`config.mk`:
```
export PLATFORM = sky130hd
export DESIGN_NAME = spi_master_ctrl
export DESIGN_NICKNAME = d
export VERILOG_FILES = /design/src/rtl/spi_pkg.sv /design/src/rtl/spi_shift_reg.sv /design/src/rtl/spi_master_ctrl.sv
export SDC_FILE = /design/constraint.sdc
export NUM_CORES = 1
export LEC_CHECK = 0
export ABC_AREA = 1
export BUFFER_PORTS_ARGS = -buffer_cell sky130_fd_sc_hd__buf_4
export CORE_UTILIZATION = 50
export DETAILED_ROUTE_END_ITERATION = 7
export HOLD_SLACK_MARGIN = 0.02
export PLACE_DENSITY = 0.76
export SETUP_SLACK_MARGIN = 0.1
export SLEW_MARGIN = 20
export SYNTH_ARGS = -nofsm -noshare
export SYNTH_HDL_FRONTEND = slang
export SYNTH_SLANG_ARGS = --single-unit
```
`constraint.sdc`:
```
create_clock -name clk -period 1.7 [get_ports clk]
set_input_delay 0.34 -clock clk [delete_from_list [all_inputs] [get_ports clk]]
set_output_delay 0.34 -clock clk [all_outputs]
set_load 0.02 [all_outputs]
```
`src/rtl/spi_pkg.sv`:
```
// ============================================================================
// Module      : spi_pkg
// Description : Opcodes, frame width and FSM state encoding shared by the SPI
//               master controller and the slave / RAM wrapper.
// Revision    : 1.0 - initial release
// ============================================================================
`default_nettype none

package spi_pkg;

    localparam logic [2:0] OP_WR_ADDR = 3'b000;
    localparam logic [2:0] OP_WR_DATA = 3'b001;
    localparam logic [2:0] OP_RD_ADDR = 3'b110;
    localparam logic [2:0] OP_RD_DATA = 3'b111;

    localparam int FRAME_BITS = 11;

    typedef enum logic [2:0] {
        IDLE  = 3'd0,
        START = 3'd1,
        SHIFT = 3'd2,
        TURN  = 3'd3,
        READ  = 3'd4,
        HOLD  = 3'd5
    } state_t;

endpackage

`default_nettype wire

```
`src/rtl/spi_shift_reg.sv`:
```
// ============================================================================
// Module      : spi_shift_reg
// Description : 11-bit parallel-load / MSB-first shift-out register with an
//               independent 8-bit shift-in path for MISO data.
// Revision    : 1.0 - initial release
// ============================================================================
`default_nettype none

module spi_shift_reg
    import spi_pkg::*;
(
    input  logic                  clk,
    input  logic                  rst_n,
    input  logic                  load,
    input  logic [FRAME_BITS-1:0] load_frame,
    input  logic                  shift_out,
    input  logic                  shift_in,
    input  logic                  miso,
    output logic                  tx_bit,
    output logic [7:0]            rx_byte
);

    logic [FRAME_BITS-1:0] r_tx;
    logic [7:0]            r_rx;

    always_ff @(posedge clk or negedge rst_n) begin
        if (!rst_n) begin
            r_tx <= '0;
            r_rx <= '0;
        end else begin
            if (load) begin
                r_tx <= load_frame;
            end else if (shift_out) begin
                r_tx <= {r_tx[FRAME_BITS-2:0], 1'b0};
            end
            if (shift_in) begin
                r_rx <= {r_rx[6:0], miso};
            end
        end
    end

    assign tx_bit  = r_tx[FRAME_BITS-1];
    assign rx_byte = r_rx;

endmodule

`default_nettype wire

```
`src/rtl/spi_master_ctrl.sv`:
```
// ============================================================================
// Module      : spi_master_ctrl
// Description : SPI master turning parallel commands into 11-bit MOSI frames
//               and returning read-data bytes sampled from MISO.
//               Optional macro SPI_MASTER_OP_CHECK_EN rejects opcodes
//               010/011/100/101 with a cmd_err pulse.
// Revision    : 1.0 - initial release
// ============================================================================
`default_nettype none

module spi_master_ctrl
    import spi_pkg::*;
#(
    parameter int unsigned TURN_CYCLES = 2,
    parameter int unsigned HOLD_CYCLES = 1
) (
    input  logic       clk,
    input  logic       rst_n,
    input  logic       cmd_valid,
    output logic       cmd_ready,
    input  logic [2:0] cmd_op,
    input  logic [7:0] cmd_data,
    output logic       SS_n,
    output logic       MOSI,
    input  logic       MISO,
    output logic       rd_valid,
    output logic [7:0] rd_data,
    output logic       cmd_err
);

    localparam logic [3:0] c_shift_last = 4'(FRAME_BITS - 1);
    localparam logic [3:0] c_turn_last  = 4'(TURN_CYCLES - 1);
    localparam logic [3:0] c_hold_last  = 4'(HOLD_CYCLES - 1);
    localparam logic [3:0] c_read_last  = 4'd7;

    state_t     r_state;
    logic [3:0] r_cnt;
    logic       r_rd_flag;

    logic       w_accept;
    logic       w_illegal;
    logic       w_load;
    logic       w_shift_out;
    logic       w_shift_in;
    logic       w_tx_bit;
    logic [7:0] w_rx_byte;

    assign w_accept = cmd_valid && cmd_ready;

`ifdef SPI_MASTER_OP_CHECK_EN
    // Legal opcodes have op[2]==op[1]; the mixed patterns are unused by the slave.
    assign w_illegal = cmd_op[2] ^ cmd_op[1];
`else
    assign w_illegal = 1'b0;
`endif

    assign w_load      = w_accept && !w_illegal;
    assign w_shift_out = (r_state == START) || ((r_state == SHIFT) && (r_cnt != 4'd0));
    assign w_shift_in  = (r_state == READ);

    spi_shift_reg u_shift_reg (
        .clk        (clk),
        .rst_n      (rst_n),
        .load       (w_load),
        .load_frame ({cmd_op, cmd_data}),
        .shift_out  (w_shift_out),
        .shift_in   (w_shift_in),
        .miso       (MISO),
        .tx_bit     (w_tx_bit),
        .rx_byte    (w_rx_byte)
    );

    always_ff @(posedge clk or negedge rst_n) begin
        if (!rst_n) begin
            r_state   <= IDLE;
            r_cnt     <= 4'd0;
            r_rd_flag <= 1'b0;
            SS_n      <= 1'b1;
            MOSI      <= 1'b0;
            cmd_ready <= 1'b1;
            rd_valid  <= 1'b0;
            rd_data   <= 8'h00;
            cmd_err   <= 1'b0;
        end else begin
            rd_valid <= 1'b0;
            cmd_err  <= 1'b0;
            case (r_state)
                IDLE: begin
                    if (w_accept) begin
                        if (w_illegal) begin
                            cmd_err <= 1'b1;
                        end else begin
                            r_state   <= START;
                            SS_n      <= 1'b0;
                            MOSI      <= 1'b0;
                            cmd_ready <= 1'b0;
                            r_rd_flag <= (cmd_op == OP_RD_DATA);
                        end
                    end
                end
                START: begin
                    r_state <= SHIFT;
                    r_cnt   <= c_shift_last;
                    MOSI    <= w_tx_bit;
                end
                SHIFT: begin
                    if (r_cnt == 4'd0) begin
                        MOSI <= 1'b0;
                        if (r_rd_flag) begin
                            r_state <= TURN;
                            r_cnt   <= c_turn_last;
                        end else begin
                            r_state <= HOLD;
                            r_cnt   <= c_hold_last;
                        end
                    end else begin
                        r_cnt <= r_cnt - 4'd1;
                        MOSI  <= w_tx_bit;
                    end
                end
                TURN: begin
                    if (r_cnt == 4'd0) begin
                        r_state <= READ;
                        r_cnt   <= c_read_last;
                    end else begin
                        r_cnt <= r_cnt - 4'd1;
                    end
                end
                READ: begin
                    if (r_cnt == 4'd0) begin
                        r_state <= HOLD;
                        r_cnt   <= c_hold_last;
                    end else begin
                        r_cnt <= r_cnt - 4'd1;
                    end
                end
                HOLD: begin
                    if (r_cnt == 4'd0) begin
                        r_state   <= IDLE;
                        SS_n      <= 1'b1;
                        cmd_ready <= 1'b1;
                        if (r_rd_flag) begin
                            rd_data  <= w_rx_byte;
                            rd_valid <= 1'b1;
                        end
                    end else begin
                        r_cnt <= r_cnt - 4'd1;
                    end
                end
                default: begin
                    r_state   <= IDLE;
                    SS_n      <= 1'b1;
                    MOSI      <= 1'b0;
                    cmd_ready <= 1'b1;
                end
            endcase
        end
    end

endmodule

`default_nettype wire

```
**After elaboration in Yosys (flattened, before gate mapping)**

Index checks and enable logic that the tools add are counted.

- Register bits after elaboration: 38
- Bits of input ports: 15
- Output and inout port bits: 13
- Word-level logic and storage cells: 63

- $add $sub $neg: 1
- Equality and inequality tests: 12
- Muxes and demuxes: 23
- Bitwise operators: 2
- Reduce and logical (&&, ||, !) cells: 16

Operator list:

| operator | number |
|---|---|
| $mux W11 | 2 |
| $pmux W4 S5 | 1 |
| $mux W3 | 6 |
| $pmux W3 S6 | 1 |
| $mux W4 | 4 |
| $eq A3 B3 Y1 const B | 3 |
| $ne A2 B2 Y1 const B | 4 |
| $mux W1 | 7 |
| $eq A3 B2 Y1 const B | 2 |
| $reduce_and A2 Y1 | 3 |
| $reduce_and A3 Y1 | 2 |
| $reduce_and A5 Y1 | 1 |
| $reduce_bool A5 Y1 | 1 |
| $logic_not A4 Y1 | 1 |
| $ne A2 B1 Y1 const B | 2 |
| $pmux W1 S4 | 1 |
| $reduce_bool A4 Y1 | 1 |
| $reduce_or A4 Y1 | 1 |
| $sub A4 B1 Y4 const B | 1 |
| $eq A3 B1 Y1 const B | 1 |
| $logic_not A3 Y1 | 1 |
| $pmux W1 S3 | 1 |
| $reduce_or A3 Y1 | 1 |
| $logic_and A1 B1 Y1 | 2 |
| 3 further kinds | 4 |

**Logic depth before layout (Yosys ltp)**

- Word-level depth: 5
- Mapped depth: 10
- Gate-level depth less buffers: 9

**Modules after synthesis**

A second synthesis with hierarchy kept.

- Cells, all modules: 237
- Area total of the unflattened synthesis: 1881.8 um^2

By module, submodules not included:

| module | times used | cells an instance | area each (um^2) | seq. area each (um^2) |
|---|---|---|---|---|
| spi_master_ctrl | 1 | 148 | 1089.8 | 476.7 |
| spi_shift_reg | 1 | 89 | 792.0 | 475.5 |

**Worst setup path after synthesis**

OpenSTA, ideal clock, no wires.

- Path type: flip-flop to flip-flop
- Start: register r_cnt[0]
- End: register rd_data[0]
- Setup time: 126 ps
- Data arrival time: 1289 ps
- Data required time: 1574 ps
- Slack: 285 ps
- Cell stages (with the launch flop): 7
- Buffers on the path: 1
- Clock period less this slack: 1415 ps
- Cells stage by stage: dfrtp_1 -> inv_1 -> ha_1 -> nand2_4 -> nor3_4 -> buf_6 -> o21ai_0

- Word-level cells in the longest chain between the ends: 2

Ends and longest elaborated chain:

| what | line | source |
|---|---|---|
| start, declared | spi_master_ctrl.sv:37 | `logic [3:0] r_cnt;` |
| start signal, assigned | spi_master_ctrl.sv:103 | `r_cnt <= c_shift_last;` |
| start signal, assigned | spi_master_ctrl.sv:111 | `r_cnt <= c_turn_last;` |
| start signal, assigned | spi_master_ctrl.sv:114 | `r_cnt <= c_hold_last;` |
| $logic_not A4 Y1 | spi_master_ctrl.sv:138 | `if (r_cnt == 4'd0) begin` |
| $reduce_and A3 Y1 (no line) | - |  |
| end signal, assigned | spi_master_ctrl.sv:143 | `rd_data <= w_rx_byte;` |
| end, declared | spi_master_ctrl.sv:27 | `output logic [7:0] rd_data,` |

Every way passes these cells.
A chain may end at the register's enable or synchronous reset.

**Worst setup path after layout**

- Start: register r_cnt[0]
- End: register r_state[1]

- Word-level cells in the longest chain between the ends: 3
- Elaborated cells between the ends (all ways): 6
- Classes of those cells: 4 x eq/ne; 2 x reduce/logical

Ends and longest elaborated chain:

| what | line | source |
|---|---|---|
| $logic_not A4 Y1 * | - |  |
| $ne A2 B2 Y1 (no line) or $ne A2 B1 Y1 (tied branches) | - |  |
| $reduce_and A5 Y1 (no line) * | - |  |
| end signal, assigned | spi_master_ctrl.sv:123 | `r_state <= READ;` |
| end signal, assigned | spi_master_ctrl.sv:131 | `r_state <= HOLD;` |
| end signal, assigned | spi_master_ctrl.sv:139 | `r_state <= IDLE;` |
| end, declared | spi_master_ctrl.sv:36 | `state_t r_state;` |

Every way passes the cells marked *; elsewhere a longest branch is shown, timed or not.

==> impl_metrics.tcl <==
set metrics [dict create \
    worstSkewPairLatency_ns 0.29 \
    fin_crit_ns 1.50 \
    grt_max_degree 39 \
    drtPass1Iterations 4 \
    finalWorstSetupSlack_ns 0.205 \
    fillers 337 \
    hold_viol 0 \
    die_w_um 64.5 \
    clockBufferDepth 2 \
    utilization 0.628 \
    rsz0062_at_grt "no" \
    fin_skew_ns 0.00754 \
    cts-buffers-inserted 5 \
    drv_slew 0 \
    async_flop_share 1.00 \
    hp-class "input pin to flop" \
    ys.flop_type "dfrtp_1" \
    drc 0 \
    dieArea_um2 4170 \
    antenna_found_initial 0 \
    port-buffer-count 26 \
    wl_um 3620 \
    finalCritPeriodShare 0.880 \
    syn_area_per_cell_um2 7.73 \
    fp.coreArea_um2 3720 \
    run_status "complete, no violations" \
    viasPerCell 4.96 \
    crit_path_max_fanout 10 \
    critical_path_class "flop to flop" \
    netlist_instances 253 \
    p_leak_nw 1.25 \
    powerDensity_nw_per_um2 1900 \
    cts-root-buf "clkbuf_8" \
    synth_edf_count 0 \
    diodes 0 \
    ys_warn_count 0 \
    gp_congestion 0.906 \
    synthDistinctLibCells 26 \
    overflow 0 \
    worst_setup_path_end_kind "flop" \
    std_cell_rows 22 \
    grt_usage 0.205 \
    pre_cts_ws_ns 0.0964 \
    clock.fmax_mhz 669 \
    synth_commonest_cells "nand2_1, dfrtp_1, inv_1, o21ai_0" \
    yosysMostFrequentCell "nand2_1" \
    ioPinCount 28 \
    grt_pass1_vias 1509 \
    clkTransAtPathRegs_ns 0.08 \
    clkSinkCount 38 \
    cp-start-kind "flop" \
    wire_per_inst_um 10.9 \
    arrival_ns 1.71 \
    syn-num-nets 270 \
    drtIter0Drc 83 \
    die_y_um 64.5 \
    final_layout_size_suffix_gt1_frac 0.197 \
    ant_nets 0 \
    seq_area_frac_synth 0.487 \
    maxCapViolations 0 \
    synth_area_um2 1960 \
    worst_ep_required_time_ns 1.91 \
    start_util 0.526 \
    setup_tns_ns 0 \
    synth.ff_latch_count 38 \
    area_growth_pct 19.3 \
    post-cts-setup-buffers 0 \
    synth_top_area_share 0.473 \
    synthTopCellsByArea "dfrtp_1, nand2_1, o21ai_0, nand3_1, inv_1" \
    synth_top_area_cell "dfrtp_1" \
    nets 300 \
    ctsHtreeMaxLevel 2 \
    cts_tree "built" \
    hpwl_um 2610 \
    vias 1646 \
    finalSetupViolCount 0 \
    grt_pass1_wl_um 6540 \
    ir_drop_uv 824 \
]
-- registers in the layout, summed over array words and instances, names as in the netlist --
name                 cells
u_shift_reg.rx_byte      8
rd_data                  8
r_state                  3
MOSI                     1
r_cnt                    4
u_shift_reg.r_tx        11
rd_valid                 1
SS_n                     1
r_rd_flag                1
-- placed cells by master (no fill, tap or decap), types with 4 or more instances in the layout --
cell       n
o21ai_0   19
nor2_1    18
nand2_2    4
nand3_1   18
o21ai_1    5
inv_2      4
inv_1     22
clkbuf_8   5
buf_4     30
dfrtp_1   37
nand2_1   95
a21oi_1    5
-- path summary, 6_finish.rpt --
| path | start | to | slack [ns] | depth (start not counted) |
|---|---|---|---|---|
| min in group asynchronous | rst_n | rd_valid | 0.53 | 2 |
| hold reg to reg | u_shift_reg.r_tx[5] | u_shift_reg.r_tx[5] | 0.49 | 2 |
| hold / removal | cmd_data[0] | u_shift_reg.r_tx[0] | 0.24 | 3 |
| max in group asynchronous | rst_n | SS_n | 0.81 | 2 |
| setup / recovery | r_cnt[0] | r_state[1] | 0.20 | 7 |
| setup reg to reg | r_cnt[0] | r_state[1] | 0.20 | 7 |
-- stage by stage --
step / power [W] / instance area, µm² / hold slack, ns / std cells
after global routing: 0.00484 / 2330 / 0.265 / 332
after CTS: 0.00443 / 2320 / 0.248 / 332
after detailed placement: 0.00348 / 2170 / 0.334 / 323
final: 0.00444 / 2330 / 0.242 / 332
after floorplan: 0.00304 / 1960 / 0.0444 / 253
after global placement: 0.00344 / 2170 / 0.336 / 323
-- critical path: stages (launching register included) --
cell,delay (ns)
dfrtp_1,0.40
inv_1,0.12
ha_2,0.22
nand2_4,0.10
nand2_2,0.12
and2_1,0.18
nand2_1,0.10
o21ai_0,0.17
-- cell type report --
type / instances / area [µm²] / share of cell area
inverter: 27 / 105 / 0.0451
timing repair buffer: 31 / 235 / 0.101
multi-input combinational: 180 / 842 / 0.361
sequential: 38 / 952 / 0.408
tap: 48 / 60.1 / 0.0258
clock buffer: 5 / 68.8 / 0.0295
clock inverter: 3 / 68.8 / 0.0295
-- timing repair --
| action | in CTS | in global routing |
|---|---|---|
| gates resized for setup | 1 | 4 |
| cloned | 0 | 0 |
| endpoints found under the hold margin | 12 | 0 |
| hold buffers | 1 | 0 |
| endpoints found under the setup margin | 6 | 14 |
-- routing by layer --
layer,track usage,part of all wire
met5,0,0
met4,0.0722,0.013
met3,0.0475,0.034
met2,0.333,0.48
met1,0.268,0.48
-- power by group --
part | total [W] | internal (W) | switching (W)
Combinational | 0.00199 | 0.000727 | 0.00126
Clock | 0.000933 | 0.000588 | 0.000345
Sequential | 0.00152 | 0.00127 | 0.000244
-- logic make-up after synthesis --
logic type | synth area share
simple gates | 0.318
flops | 0.487
buf+inv | 0.0889
compound gates | 0.0825
xor+xnor | 0.00896
fa+ha+maj | 0.0128
other cells | 0.00192
No activity file was read; power rests on OpenSTA's default activity.
